`src/rtl/fetch_buffer_pkg.sv`:
```
// Shared CPU types used by the fetch buffer and its neighbours in the
// front end: virtual address, exception record, pipeline flush bundle,
// fetch-to-decode bus and the fetch buffer entry record.
package fetch_buffer_pkg;

  typedef logic [31:0] virt_t;

  localparam logic [4:0] EXC_INT  = 5'h00;
  localparam logic [4:0] EXC_ADEL = 5'h04;
  localparam logic [4:0] EXC_ADES = 5'h05;

  typedef struct packed {
    logic       bd;
    logic       ex;
    logic [4:0] exccode;
    virt_t      badvaddr;
    logic       tlb_refill;
  } exception_t;

  typedef struct packed {
    logic ex;
    logic eret;
    logic tlb_op;
    logic cache_op;
  } pipeline_flush_t;

  typedef struct packed {
    logic        valid;
    virt_t       pc;
    logic [31:0] inst;
    exception_t  exception;
  } fs_to_ds_bus_t;

  typedef struct packed {
    virt_t       pc;
    logic [31:0] inst;
    exception_t  exception;
  } fetch_buffer_entry_t;

  // Any of the pipeline flush causes, or a branch redirect, empties the front end.
  function automatic logic flush_any(input pipeline_flush_t pf, input logic redirect);
    return pf.ex | pf.eret | pf.tlb_op | pf.cache_op | redirect;
  endfunction

endpackage

```
`src/rtl/fetch_buffer.sv`:
```
// Fetch buffer: circular FIFO of fetched instructions between the fetch
// stage and decode. Any flush or redirect empties it at the next edge and
// blocks both push and pop in the flush cycle.
// Optional macro FETCH_BUFFER_BYPASS_EN: when the buffer is empty, the
// incoming push is shown to decode in the same cycle; if decode takes it,
// it is never written into storage.
module fetch_buffer
  import fetch_buffer_pkg::*;
#(
  parameter int DEPTH = 8
) (
  input  logic                    clk,
  input  logic                    reset,
  input  logic                    push_valid,
  output logic                    push_ready,
  input  virt_t                   push_pc,
  input  logic [31:0]             push_inst,
  input  exception_t              push_exception,
  input  logic                    ds_allowin,
  output fs_to_ds_bus_t           fs_to_ds_bus,
  input  pipeline_flush_t         pipeline_flush,
  input  logic                    redirect,
  output logic [$clog2(DEPTH):0]  count
);

  localparam int PW = $clog2(DEPTH);
  localparam int CW = PW + 1;
  localparam logic [CW-1:0] DEPTH_C = CW'(DEPTH);

  fetch_buffer_entry_t r_mem [DEPTH];
  logic [PW-1:0]       r_rd_ptr;
  logic [PW-1:0]       r_wr_ptr;
  logic [CW-1:0]       r_count;

  logic                w_flush_any;
  logic                w_bypass;
  logic                w_valid;
  logic                w_push;
  logic                w_pop;
  logic                w_write;
  logic                w_rd_adv;
  fetch_buffer_entry_t w_head;
  fetch_buffer_entry_t w_push_entry;

  assign w_flush_any = flush_any(pipeline_flush, redirect);

`ifdef FETCH_BUFFER_BYPASS_EN
  assign w_bypass = (r_count == {CW{1'b0}}) && push_valid && !w_flush_any && !reset;
`else
  assign w_bypass = 1'b0;
`endif

  // Full refuses push even when a pop happens in the same cycle.
  assign push_ready = !reset && (r_count < DEPTH_C) && !w_flush_any;
  assign w_valid    = !reset && !w_flush_any && ((r_count != {CW{1'b0}}) || w_bypass);
  assign w_push     = push_valid && push_ready;
  assign w_pop      = w_valid && ds_allowin;
  // A bypassed instruction taken by decode is neither written nor read from storage.
  assign w_write    = w_push && !(w_bypass && ds_allowin);
  assign w_rd_adv   = w_pop && !w_bypass;

  assign w_head       = r_mem[r_rd_ptr];
  assign w_push_entry = '{pc: push_pc, inst: push_inst, exception: push_exception};
  assign count        = r_count;

  // Decode bus: head entry, or the live push when bypassing an empty buffer.
  always_comb begin
    fs_to_ds_bus       = '0;
    fs_to_ds_bus.valid = w_valid;
`ifdef FETCH_BUFFER_BYPASS_EN
    if (w_bypass) begin
      fs_to_ds_bus.pc        = w_push_entry.pc;
      fs_to_ds_bus.inst      = w_push_entry.inst;
      fs_to_ds_bus.exception = w_push_entry.exception;
    end else begin
      fs_to_ds_bus.pc        = w_head.pc;
      fs_to_ds_bus.inst      = w_head.inst;
      fs_to_ds_bus.exception = w_head.exception;
    end
`else
    fs_to_ds_bus.pc        = w_head.pc;
    fs_to_ds_bus.inst      = w_head.inst;
    fs_to_ds_bus.exception = w_head.exception;
`endif
  end

  // Pointer and occupancy bookkeeping; reset and flush both empty the buffer.
  always_ff @(posedge clk) begin
    if (reset) begin
      r_rd_ptr <= {PW{1'b0}};
      r_wr_ptr <= {PW{1'b0}};
      r_count  <= {CW{1'b0}};
    end else if (w_flush_any) begin
      r_rd_ptr <= {PW{1'b0}};
      r_wr_ptr <= {PW{1'b0}};
      r_count  <= {CW{1'b0}};
    end else begin
      if (w_write) begin
        r_wr_ptr <= r_wr_ptr + {{(PW-1){1'b0}}, 1'b1};
      end
      if (w_rd_adv) begin
        r_rd_ptr <= r_rd_ptr + {{(PW-1){1'b0}}, 1'b1};
      end
      r_count <= r_count + {{PW{1'b0}}, w_write} - {{PW{1'b0}}, w_rd_adv};
    end
  end

  // Entry storage; contents are don't-care while not counted, so no reset.
  always_ff @(posedge clk) begin
    if (w_write) begin
      r_mem[r_wr_ptr] <= w_push_entry;
    end
  end

endmodule
```
`config.mk`:
```
export PLATFORM = sky130hd
export DESIGN_NAME = fetch_buffer
export DESIGN_NICKNAME = d
export VERILOG_FILES = /design/src/rtl/fetch_buffer_pkg.sv /design/src/rtl/fetch_buffer.sv
export SDC_FILE = /design/constraint.sdc
export NUM_CORES = 1
export LEC_CHECK = 0
export ABC_AREA = 1
export CAP_MARGIN = 20
export CORE_MARGIN = 1.5
export CORE_UTILIZATION = 50
export DETAILED_ROUTE_END_ITERATION = 10
export DONT_BUFFER_PORTS = 1
export PLACE_DENSITY_LB_ADDON = 0.1
export SLEW_MARGIN = 15
export SYNTH_ARGS = -nofsm -noshare
export SYNTH_HDL_FRONTEND = slang
export SYNTH_SLANG_ARGS = --single-unit
```
`constraint.sdc`:
```
create_clock -name clk -period 9.07 [get_ports clk]
set_input_delay 1.814 -clock clk [delete_from_list [all_inputs] [get_ports clk]]
set_output_delay 1.814 -clock clk [all_outputs]
set_load 0.05 [all_outputs]
```
Word-level counts from Yosys, hierarchy flattened
Memories as Yosys holds them, arrays and structs flattened. A register that Yosys moved wholly into a read port is not among the register bits.
Index checks and enable logic that the tools add are counted.

storage, ports and cells
  flip-flop bits (word level) = 10
  memory bits (writable) = 832
  bits of input ports = 113
  output and inout bits = 110
  logic and storage cells = 27
  memories kept = 1

memories
  memory  depth  width  rd ports  clocked after memory_dff  write ports  RTL line            RTL
  r_mem   8      104    1         1                         1            fetch_buffer.sv:30  fetch_buffer_entry_t r_mem [DEPTH];

cells by class
  $add $sub $neg = 4
  magnitude comparators = 1
  muxes and demuxes = 4
  bitwise operators = 4
  reductions and logical operators = 10

operators with widths
  cell                                                           number
  3-bit by 1-bit adder with 3-bit output, second input constant  2
  1-bit logical AND                                              6
  3-bit 2-to-1 mux                                               2
  4-bit by 1-bit adder with 4-bit output                         1
  4-bit < comparator, second input constant                      1
  1-bit OR                                                       4
  4-bit nonzero test                                             1
  4-bit by 1-bit subtractor with 4-bit output                    1
  1-bit zero test                                                2
  1-bit 2-to-1 mux                                               2
  2-bit OR reduction                                             1

Longest topological paths before layout
  depth in word-level cells = 10
  gate-level depth with buffers = 13
  gate-level depth less buffers = 13

Worst setup path before layout
Ideal clock, no wire load.

  path type = input to register
  from = in pipeline_flush[2] (netlist name)
  to = mem r_mem[0][0] (netlist name) (enable)
  data arrival time = 6.920 ns
  setup slack = 1.581 ns
  stages on the path = 5
  path through = nor2_1 -> nand3_2 -> nor3_1 -> nand2_1 -> nor2_1

on the way
  word-level cells in the longest chain between the ends = 9

RTL lines
  what                                    RTL line                RTL
  from (decl)                             fetch_buffer.sv:21      input pipeline_flush_t pipeline_flush,
  1-bit OR (4 in series)                  fetch_buffer_pkg.sv:42  return pf.ex | pf.eret | pf.tlb_op | pf.cache_op | redirect;
  1-bit zero test                         fetch_buffer.sv:54      assign push_ready = !reset && (r_count < DEPTH_C) && !w_flush_any;
  1-bit logical AND                       fetch_buffer.sv:54
  1-bit logical AND                       fetch_buffer.sv:56      assign w_push = push_valid && push_ready;
  1-bit 2-to-1 mux                        fetch_buffer.sv:110     if (w_write) begin
  1-bit 2-to-1 mux (implied by the code)  fetch_buffer.sv:111     r_mem[r_wr_ptr] <= w_push_entry;
  to (decl)                               fetch_buffer.sv:30

Every way passes these cells.

==> flow_metrics.py <==
metrics = {
    "synth": {
        "synth-edff-count": 832,
        "synth.top_cell.area_share_pct": 76.76,
        "synth.avg_cell_area_um2": 13.30,
        "yosys-top-cells-area": "edfxtp_1, o21ai_0, nor2_1",
        "netlist_instances": 2448,
        "synthArstFlopShare_pct": 0,
        "seq_area_frac_synth_pct": 77.56,
        "syn-cell-area_um2": 32550,
        "synth_cell_types": 26,
        "synth_most_common_cell": "edfxtp_1",
        "synthTopCellsByCount": "edfxtp_1, nor2_1, o21ai_0",
        "syn_nets": 2568,
        "synth_seq_cells": 845,
        "ys.flop_type": "edfxtp_1",
        "ys_warn_count": 0,
        "yosys.area.top_type": "edfxtp_1",
    },
    "placed_design": {
        "place_hpwl_mm": 38.22,
        "placed_area_um2": 33190,
        "place.gp.congestion": 0.7512,
        "io_buffers": 0,
    },
    "cts": {
        "cts_tree": "built",
        "clk_pin_slew_ns": 0.06,
        "hold_buffers": 0,
        "clock_path_buffers": 3,
        "h-tree-depth": 3,
        "insertion_delay_ns": 0.63,
        "cts_made_buffers": 88,
        "cts_setup_buffers": 0,
        "cts-root-buf": "clkbuf_16",
        "cts_resized": 0,
        "cts_sinks": 845,
    },
    "cells_and_area": {
        "multi_input_area_um2": 6534,
        "drive_gt1_share_pct": 6.384,
        "diodes": 0,
        "fill_cells": 5105,
        "area_growth_pct": 10.65,
        "layout.nets": 2526,
        "seqCellArea_um2": 25260,
        "design_area_um2": 36020,
    },
    "timing": {
        "hold_viol": 0,
        "final.setup_skew_ns": 0.02074,
        "fin_crit_sh_pct": 63.28,
        "slew_headroom_pct": 25.85,
        "period_needed_ns": 5.739,
        "rsz0062_at_grt": "false",
        "slew_violations": 0,
        "fmax_mhz": 174.2,
        "setup-violations-final": 0,
        "tns_ns": 0,
        "tightest_slew_ns": 1.112,
    },
    "worst_setup_path": {
        "path_buf_inv": 2,
        "crit_path_top_delay_cell": "buf_4",
        "worstSetupPathType": "flip-flop to primary output",
        "worst-path-max-fanout": 127,
        "critPathTopFamily": "buffers and inverters",
        "end_kind": "primary output",
        "critPathMaxStageDelay_ns": 0.87,
        "worstPathRequired_ns": 7.26,
        "critPathArrivalTime_ns": 3.93,
        "path_cells": "inv_6, buf_4, o21ai_0, o22ai_1, nand2_1, nand2_1",
        "startpoint_type": "flip-flop",
        "crit_top_cell": "nand2_1",
    },
    "global_routing": {
        "antenna_found_initial": 0,
        "grt_pass1_vias": 18976,
        "overflow": 0,
        "grt_usage_pct": 23.00,
        "grt_max_degree": 239,
        "grt_pass1_wl_mm": 116.5,
    },
    "floorplan": {
        "core_area_um2": 64350,
        "die_y_um": 258.1,
        "row_count": 93,
        "start_util_pct": 50.58,
        "boundaryPins": 223,
        "die_w_um": 258.1,
        "dieArea_um2": 66640,
    },
    "drt": {
        "vias": 19232,
        "first_pass_iters": 5,
        "antenna_left": 0,
        "drc": 0,
        "wl_per_cell_um": 22.96,
        "drt-total-wl_mm": 76.47,
        "drt_iter0_markers": 1796,
        "vias_per_cell": 5.775,
    },
    "power": {
        "p_comb_share_pct": 0.2,
        "p_int_mw": 6.310,
        "power_density_nw_per_um2": 215.2,
        "pwr-share-seq_pct": 55.3,
        "peakVddDrop_mv": 0.1378,
        "p_clk_share_pct": 44.5,
        "switching_share_pct": 18.58,
        "power.switching_mw": 1.440,
        "p_leak_nw": 11.98,
    },
    "status": {
        "outcome": "complete, no violations",
    },
    "run": {
        "maxCapViolCount": 0,
    },
    "worst_hold_path": {
        "hp-class": "flip-flop to flip-flop",
    },
}
==> flip-flops by register name (all words and copies together), names as in the netlist, named ones only <==
name / cells
r_wr_ptr: 3
count: 4
r_rd_ptr: 3
r_mem: 832
==> layer usage <==
layer / vias to the layer above / wire, um / track usage [%]
met2: 559 / 36550 / 36.87
met1: 9696 / 32840 / 31.67
li1: 8880 / - / -
met4: 0 / 1430 / 6.660
met5: - / 0 / 0
met3: 97 / 5655 / 5.310
==> cells in the final DEF (no fill, tap or decap), types with 9 or more instances in the layout <==
cell / n
edfxtp_1: 832
nor2_1: 429
o21ai_0: 377
nand2_1: 328
o22ai_1: 208
clkbuf_16: 90
o21ai_1: 44
clkbuf_1: 26
buf_4: 23
inv_1: 22
clkinv_1: 19
dfxtp_1: 10
clkinv_2: 9
==> metrics by stage <==
step	hold WS (ns)	instances	utilization (%)	setup WS [ns]	total power [mW]
3_5_place_dp	0.5037	3168	51.58	3.668	4.385
4_1_cts	0.5169	3327	55.85	3.216	7.811
6_report	0.5191	3330	55.97	3.331	7.750
3_3_place_gp	0.5082	3168	51.58	3.722	4.384
5_1_grt	0.5556	3330	55.97	2.959	7.962
2_1_floorplan	0.4755	2448	-	1.581	4.383
==> power by group through the flow <==
| stage | Combinational (mW) | Sequential, mW | Clock (mW) |
|---|---|---|---|
| after global routing | 0.0141 | 4.29 | 3.66 |
| after detailed placement | 0.0133 | 4.37 | 0 |
| after CTS | 0.0133 | 4.29 | 3.51 |
| final | 0.0131 | 4.29 | 3.45 |
| after floorplan | 0.0104 | 4.37 | 0 |
| after global placement | 0.0132 | 4.37 | 0 |
==> cell type report <==
class,instances,area share [%]
inverter,25,0.3022
sequential,845,70.12
clock inverter,43,1.108
multi-input combinational,1417,18.14
timing repair buffer,29,0.8303
clock buffer,116,6.524
tap,855,2.970
==> worst reg2reg max path, delay by kind of cell (launching register included) <==
family        cells  cell delay [ns]
buf+inv           2             1.60
simple gates      3             1.28
flops             1             0.53
==> cells by family after synthesis <==
kind of cell,synth area share [%]
buffers and inverters,2.556
AO/OA/AOI/OAI,10.61
adder cells (fa/ha/maj),0.2921
flip-flops,77.56
AND/OR/NAND/NOR,8.964
XOR/XNOR,0.02691
==> path summary, 6_finish.rpt <==
path | end | cells after the start | slack (ns) | from
min | r_wr_ptr[0] | 2 | 0.52 | r_wr_ptr[0]
max reg2reg | r_mem[7][19] | 5 | 5.27 | count[3]
max | fs_to_ds_bus[45] | 6 | 3.33 | flip-flop
min reg2reg | r_wr_ptr[0] | 2 | 0.52 | r_wr_ptr[0]
No activity file was read; power rests on OpenSTA's default activity.
